[src/rtl/qam16_pkg.sv]
// Shared 16QAM definitions: level constants, Gray level map and FSM state encoding.
// The PREAMBLE state only exists when QAM16_PREAMBLE_EN is defined.
package qam16_pkg;

  localparam int AMP_DEF = 32;

  localparam logic [7:0] LVL_P1 = 8'(AMP_DEF);
  localparam logic [7:0] LVL_P3 = 8'(3 * AMP_DEF);
  localparam logic [7:0] LVL_N1 = 8'(-AMP_DEF);
  localparam logic [7:0] LVL_N3 = 8'(-3 * AMP_DEF);

`ifdef QAM16_PREAMBLE_EN
  typedef enum logic [1:0] {
    ST_IDLE     = 2'd0,
    ST_RUN      = 2'd1,
    ST_PREAMBLE = 2'd2
  } state_t;
`else
  typedef enum logic [1:0] {
    ST_IDLE = 2'd0,
    ST_RUN  = 2'd1
  } state_t;
`endif

  // Gray order along the axis: 00 -> -3u, 01 -> -u, 11 -> +u, 10 -> +3u (two's complement).
  function automatic logic [7:0] gray_level(input logic [1:0] bits, input logic [7:0] unit);
    logic [7:0] unit3;
    logic [7:0] level;
    unit3 = unit + unit + unit;
    case (bits)
      2'b00:   level = 8'd0 - unit3;
      2'b01:   level = 8'd0 - unit;
      2'b11:   level = unit;
      2'b10:   level = unit3;
      default: level = 8'd0;
    endcase
    return level;
  endfunction

endpackage

[src/rtl/qam16_sym_fifo.sv]
// Synchronous nibble FIFO (DEPTH x 4) with full/empty flags and a fall-through read port.
// Writes are refused while full and reads while empty; pointers wrap modulo DEPTH.
module qam16_sym_fifo
  import qam16_pkg::*;
#(
  parameter int DEPTH = 16
) (
  input  logic       clk,
  input  logic       rst,
  input  logic       wr_en,
  input  logic [3:0] wr_data,
  input  logic       rd_en,
  output logic [3:0] rd_data,
  output logic       full,
  output logic       empty
);

  localparam int AW = $clog2(DEPTH);

  logic [3:0]    mem_r [DEPTH];
  logic [AW-1:0] wr_ptr_r;
  logic [AW-1:0] rd_ptr_r;
  logic [AW:0]   count_r;
  logic          push_s;
  logic          pop_s;

  assign full    = (count_r == (AW+1)'(DEPTH));
  assign empty   = (count_r == {(AW+1){1'b0}});
  assign push_s  = wr_en && !full;
  assign pop_s   = rd_en && !empty;
  assign rd_data = mem_r[rd_ptr_r];

  // Pointer and occupancy bookkeeping; reset discards all buffered nibbles at once.
  always_ff @(posedge clk or posedge rst) begin
    if (rst) begin
      wr_ptr_r <= {AW{1'b0}};
      rd_ptr_r <= {AW{1'b0}};
      count_r  <= {(AW+1){1'b0}};
    end else begin
      if (push_s) begin
        wr_ptr_r <= wr_ptr_r + AW'(1'b1);
      end
      if (pop_s) begin
        rd_ptr_r <= rd_ptr_r + AW'(1'b1);
      end
      case ({push_s, pop_s})
        2'b10:   count_r <= count_r + (AW+1)'(1'b1);
        2'b01:   count_r <= count_r - (AW+1)'(1'b1);
        default: count_r <= count_r;
      endcase
    end
  end

  // Storage array; contents need no reset because occupancy gates every read.
  always_ff @(posedge clk) begin
    if (push_s) begin
      mem_r[wr_ptr_r] <= wr_data;
    end
  end

endmodule

[src/rtl/qam16_mapper.sv]
// Hard-mapping 16QAM modulator: buffers nibbles and emits one Gray-coded I/Q symbol per tick.
// Optional preamble (alternating +-3A symbols before data) is built with QAM16_PREAMBLE_EN.
module qam16_mapper
  import qam16_pkg::*;
#(
  parameter int DEPTH        = 16,
  parameter int SYM_DIV      = 4,
  parameter int AMP          = 32,
  parameter int PREAMBLE_LEN = 8
) (
  input  logic              sclk,
  input  logic              rst,
  input  logic              enable,
  input  logic [3:0]        data_in,
  input  logic              data_valid,
  output logic              data_ready,
  output logic signed [7:0] I_out,
  output logic signed [7:0] Q_out,
  output logic              sym_valid,
  output logic              underrun
);

  if (SYM_DIV < 1 || DEPTH < 2 || (DEPTH & (DEPTH - 1)) != 0 ||
      3 * AMP > 127 || PREAMBLE_LEN < 1) begin : g_param_check
    $error("qam16_mapper: illegal parameter combination");
  end

  localparam int         CW       = (SYM_DIV > 1) ? $clog2(SYM_DIV) : 1;
  localparam logic [CW-1:0] CNT_LAST = CW'(SYM_DIV - 1);
  localparam logic [7:0] UNIT     = 8'(AMP);

  state_t        state_r;
  logic [CW-1:0] div_cnt_r;
  logic          tick_s;
  logic          pop_s;
  logic          full_s;
  logic          empty_s;
  logic [3:0]    fifo_data_s;

`ifdef QAM16_PREAMBLE_EN
  localparam int PW = (PREAMBLE_LEN > 1) ? $clog2(PREAMBLE_LEN) : 1;
  localparam logic [PW-1:0] PRE_LAST = PW'(PREAMBLE_LEN - 1);
  logic [PW-1:0] pre_cnt_r;
`endif

  qam16_sym_fifo #(
    .DEPTH (DEPTH)
  ) u_fifo (
    .clk     (sclk),
    .rst     (rst),
    .wr_en   (data_valid),
    .wr_data (data_in),
    .rd_en   (pop_s),
    .rd_data (fifo_data_s),
    .full    (full_s),
    .empty   (empty_s)
  );

  // Ready depends only on full, so a same-cycle pop never opens a slot for a write.
  assign data_ready = !full_s;
  assign tick_s     = enable && (state_r != ST_IDLE) && (div_cnt_r == CNT_LAST);
  assign pop_s      = tick_s && (state_r == ST_RUN) && !empty_s;

  // Symbol divider: runs only while transmitting, held at zero otherwise.
  always_ff @(posedge sclk or posedge rst) begin
    if (rst) begin
      div_cnt_r <= {CW{1'b0}};
    end else if (!enable || state_r == ST_IDLE || tick_s) begin
      div_cnt_r <= {CW{1'b0}};
    end else begin
      div_cnt_r <= div_cnt_r + CW'(1'b1);
    end
  end

  // Transmit FSM with registered symbol, strobe and underrun outputs.
  always_ff @(posedge sclk or posedge rst) begin
    if (rst) begin
      state_r   <= ST_IDLE;
      I_out     <= 8'sd0;
      Q_out     <= 8'sd0;
      sym_valid <= 1'b0;
      underrun  <= 1'b0;
`ifdef QAM16_PREAMBLE_EN
      pre_cnt_r <= {PW{1'b0}};
`endif
    end else begin
      sym_valid <= 1'b0;
      underrun  <= 1'b0;
      if (!enable) begin
        state_r <= ST_IDLE;
        I_out   <= 8'sd0;
        Q_out   <= 8'sd0;
      end else begin
        case (state_r)
          ST_IDLE: begin
            I_out <= 8'sd0;
            Q_out <= 8'sd0;
            if (!empty_s) begin
`ifdef QAM16_PREAMBLE_EN
              state_r   <= ST_PREAMBLE;
              pre_cnt_r <= {PW{1'b0}};
`else
              state_r   <= ST_RUN;
`endif
            end
          end
          ST_RUN: begin
            if (tick_s) begin
              if (!empty_s) begin
                I_out     <= gray_level(fifo_data_s[3:2], UNIT);
                Q_out     <= gray_level(fifo_data_s[1:0], UNIT);
                sym_valid <= 1'b1;
              end else begin
                underrun <= 1'b1;
                I_out    <= 8'sd0;
                Q_out    <= 8'sd0;
                state_r  <= ST_IDLE;
              end
            end
          end
`ifdef QAM16_PREAMBLE_EN
          ST_PREAMBLE: begin
            if (tick_s) begin
              // Even-numbered preamble symbols sit at (+3A,+3A), odd ones at (-3A,-3A).
              I_out     <= gray_level(pre_cnt_r[0] ? 2'b00 : 2'b10, UNIT);
              Q_out     <= gray_level(pre_cnt_r[0] ? 2'b00 : 2'b10, UNIT);
              sym_valid <= 1'b1;
              if (pre_cnt_r == PRE_LAST) begin
                pre_cnt_r <= {PW{1'b0}};
                state_r   <= ST_RUN;
              end else begin
                pre_cnt_r <= pre_cnt_r + PW'(1'b1);
              end
            end
          end
`endif
          default: begin
            state_r <= ST_IDLE;
            I_out   <= 8'sd0;
            Q_out   <= 8'sd0;
          end
        endcase
      end
    end
  end

endmodule

[config.mk]
export PLATFORM = sky130hd
export DESIGN_NAME = qam16_mapper
export DESIGN_NICKNAME = d
export VERILOG_FILES = /design/src/rtl/qam16_pkg.sv /design/src/rtl/qam16_sym_fifo.sv /design/src/rtl/qam16_mapper.sv
export SDC_FILE = /design/constraint.sdc
export NUM_CORES = 1
export LEC_CHECK = 0
export CORE_ASPECT_RATIO = 1.5
export CORE_UTILIZATION = 55
export CTS_CLUSTER_DIAMETER = 80
export DETAILED_ROUTE_END_ITERATION = 12
export PLACE_DENSITY = 0.82
export SYNTH_ARGS = -nofsm -noshare
export SYNTH_HDL_FRONTEND = slang
export SYNTH_HIERARCHICAL = 1
export SYNTH_SLANG_ARGS = --single-unit
export TNS_END_PERCENT = 10
[constraint.sdc]
create_clock -name sclk -period 4.6 [get_ports sclk]
set_input_delay 0.46 -clock sclk [delete_from_list [all_inputs] [get_ports sclk]]
set_output_delay 0.46 -clock sclk [all_outputs]
set_load 0.01 [all_outputs]
==> qor.txt <==
cts hold-fix bufs - 0
Post-synth top flop - edfxtp_1
wire per inst - 17.21 µm
Final Hold Fails - 0
post-synthesis sequential area ratio - 64.72%
Pwr Density - 469.7 mW/mm²
Initial Util - 56.70%
flops & latches, synth - 87
Worst Max-Slew Pin Slew - 942.7 ps
Post-CTS Resized - 0
Syn Area/Cell - 14.78 µm²
Netlist Area Pre-Place - 0.003859 mm²
reg2reg start - u_fifo/count_r[0]
initial antenna violation count - 0
H-tree depth - 3
DP Area - 0.003981 mm²
met1 Resource Use GR - 20.11%
CP cell instances - nor4_2, and2b_1, nand4b_1, clkinv_1, nor2b_1, ha_1, inv_1, fa_1, nor2b_1, o21ai_1, nand3_1, or3b_1, xnor2_1
number of synthesized flops with an enable pin - 64
Cell Rows - 37
core region area - 0.006805 mm²
slowest cell on the critical path - dfrtp_1
cell mode on critical path - nor2b_1
unique cell type count in the Yosys netlist - 45
CTS tree - yes
peak supply drop - 0.2779 mV
Ys Warns - 6
final net count - 296
total global routing track utilization - 18.68%
worst reg-to-reg path cell count - 13
Tmin final - 3299 ps
Clk Latency, worst-skew pair - 360 ps
clock root cell - clkbuf_8
Flop pwr share - 53.5%
FILL cells - 504
DR iter-0 viols - 113
Die Y - 104.6 µm
Max-Cap Viols - 0
M2 GR Usage - 32.99%
Critical Path Sink Type - register
Final Power - 1.962 mW
Sw Pwr - 0.5772 mW
DRT Wirelength - 6160 µm
Area growth, synth to finish - 8.269%
Final Setup Violations - 0
Leak - 1.577 nW
Clock Skew - 18.46 ps
Worst setup SP type - register
I/O Pins - 27
Cells after Synth - 261
vias in the first global route - 2123
post-DP HPWL - 4446 µm
first-pass GRT wire length - 10090 µm
Crit Path Category - register to register
non-filler instance count after layout - 358
Post-synth ARST share - 26.44%
pin count of the biggest net entering global routing - 19
achievable frequency - 0.3031 GHz
fin area - 0.004178 mm²
critical path peak fanout - 5
input/output buffers - 16
Tcrit/Tclk final - 71.73%
P_int - 1.385 mW
slew margin rel. - 37.15%
Vias - 1996
status - finished clean
DP Cell Count - 342
R2R Path End - u_fifo/count_r[4]
layout cells sized above 1 - 10.71%
DR DRC count - 0
Combinational Power Share - 20.0%
RSZ-0062 raised after global routing - no
CTS max path bufs - 2
grt ovf - 0
n_diodes - 0
Worst R2R Setup Slack - 1300 ps
met3 GRT Util - 4.725%
CTS Sinks - 87
required time of the critical path - 4850 ps
final worst slack - 1301 ps
Post-CTS Setup Inserts - 0
crit path DAT - 3550 ps
Fin Setup TNS - 0 ps
post-route ant nets - 0
Die Wd - 70.39 µm
GPL Wtd Cong - 0.7760
die area - 0.007362 mm²
First-pass DRT Iterations - 4
DP Worst Slack - 1122 ps
Hold Path Class - input pin to asynchronous set/reset pin
Clk pwr share - 26.5%
max-slew violations - 0
busiest grt layer - met2
switching portion of total power - 29.41%
Reg clk slew, reported paths - 90 ps
Max stage delay on crit path - 430 ps
Avg Vias per Cell - 5.575
TritonCTS buffer count - 9
==> metal layers <==
layer  share of wire (%)  routed length, µm  vias up
met4                 2.7                168        0
met5                   0                  0        -
li1                    -                  -      955
met2                  55               3364       66
met1                  38               2346      959
met3                 4.6                281       16
==> layout make-up <==
type	instances	area [µm²]	share of cell area (%)
Tap cell	78	97.59	2.336
Inverter	16	60.06	1.438
Clock inverter	6	68.82	1.647
Sequential cell	87	2497	59.78
Timing Repair Buffer	17	167.7	4.013
Clock buffer	10	127.6	3.055
Multi-Input combinational cell	144	1159	27.73
==> flip-flops by register name (all words and copies together) (netlist names) <==
signal and flops:
u_fifo/mem_r 64, u_fifo/count_r 5, u_fifo/rd_ptr_r 4, u_fifo/wr_ptr_r 4, I_out 3, Q_out 2, div_cnt_r 2, state_r 1
sym_valid 1, underrun 1
==> power groups by stage <==
stage	Sequential [mW]	Clock (mW)	Combinational, mW
after floorplan	1.01	0	0.369
after global placement	1.06	0	0.383
after detailed placement	1.07	0	0.394
after CTS	1.05	0.531	0.396
after global routing	1.07	0.558	0.435
final	1.05	0.521	0.392
==> cell usage in the layout, fill, tap and decap left out, types with 7 or more instances in the layout <==
cell,synthesis,layout
nor2_1,14,14
nand2_1,14,14
clkbuf_8,0,9
mux2i_1,13,13
clkdlybuf4s50_1,0,16
ha_1,12,12
xnor2_1,7,7
dfrtp_1,23,23
conb_1,1,10
o21ai_0,10,10
inv_1,15,15
edfxtp_1,64,64
==> metrics by stage <==
stage	utilization (%)	hold slack, ps
after floorplan	-	300.2
after global placement	58.50	424.2
after detailed placement	58.50	436.1
after CTS	61.39	389.2
after global routing	61.39	442.4
final	61.39	385.3
==> worst max-delay path by stage <==
stage | start | end
6_report | u_fifo/count_r[0] | u_fifo/count_r[4]
5_1_grt | u_fifo/count_r[0] | u_fifo/count_r[4]
4_1_cts | u_fifo/count_r[0] | u_fifo/count_r[4]
3_5_place_dp | enable | u_fifo/count_r[4]
3_3_place_gp | enable | u_fifo/count_r[4]
2_1_floorplan | u_fifo/count_r[0] | u_fifo/count_r[4]
==> cell families (layout without fill, tap and decap cells) <==
group           count (synthesis)  in the layout  share of synthesized area [%]
buf+inv                        39             49                          6.128
flops                          87             87                          64.72
compound gates                 33             33                          5.610
fa+ha+maj                      13             13                          4.410
simple gates                   51             51                          6.745
other cells                     1             10                        0.09718
mux                            26             26                          9.792
xor+xnor                       11             11                          2.497
==> synth_stat cells (3+ instances only) <==
cell	count	share of area, %
edfxtp_1	64	50
dfrtp_1	23	15
inv_1	15	1.5
nand2_1	14	1.4
nor2_1	14	1.4
mux2i_1	13	3.4
ha_1	12	3.9
buf_4	11	2.1
o21ai_0	10	1.3
xnor2_1	7	1.6
a21oi_1	6	0.78
mux4_2	6	3.5
a22oi_1	4	0.78
buf_6	4	1.2
mux2_2	4	1.2
nor3_1	4	0.52
xor2_1	4	0.91
a221oi_1	3	0.68
and2_1	3	0.49
buf_1	3	0.29
nor2b_1	3	0.49
o21ai_1	3	0.39
==> worst max-delay path: cells and delay by family, from the launching register on <==
family / cells / cell delay [ps]
compound gates: 1 / 90
xor+xnor: 1 / 130
fa+ha+maj: 2 / 740
buf+inv: 2 / 240
flops: 1 / 430
simple gates: 7 / 1560
(Power assumes the default switching activity.)
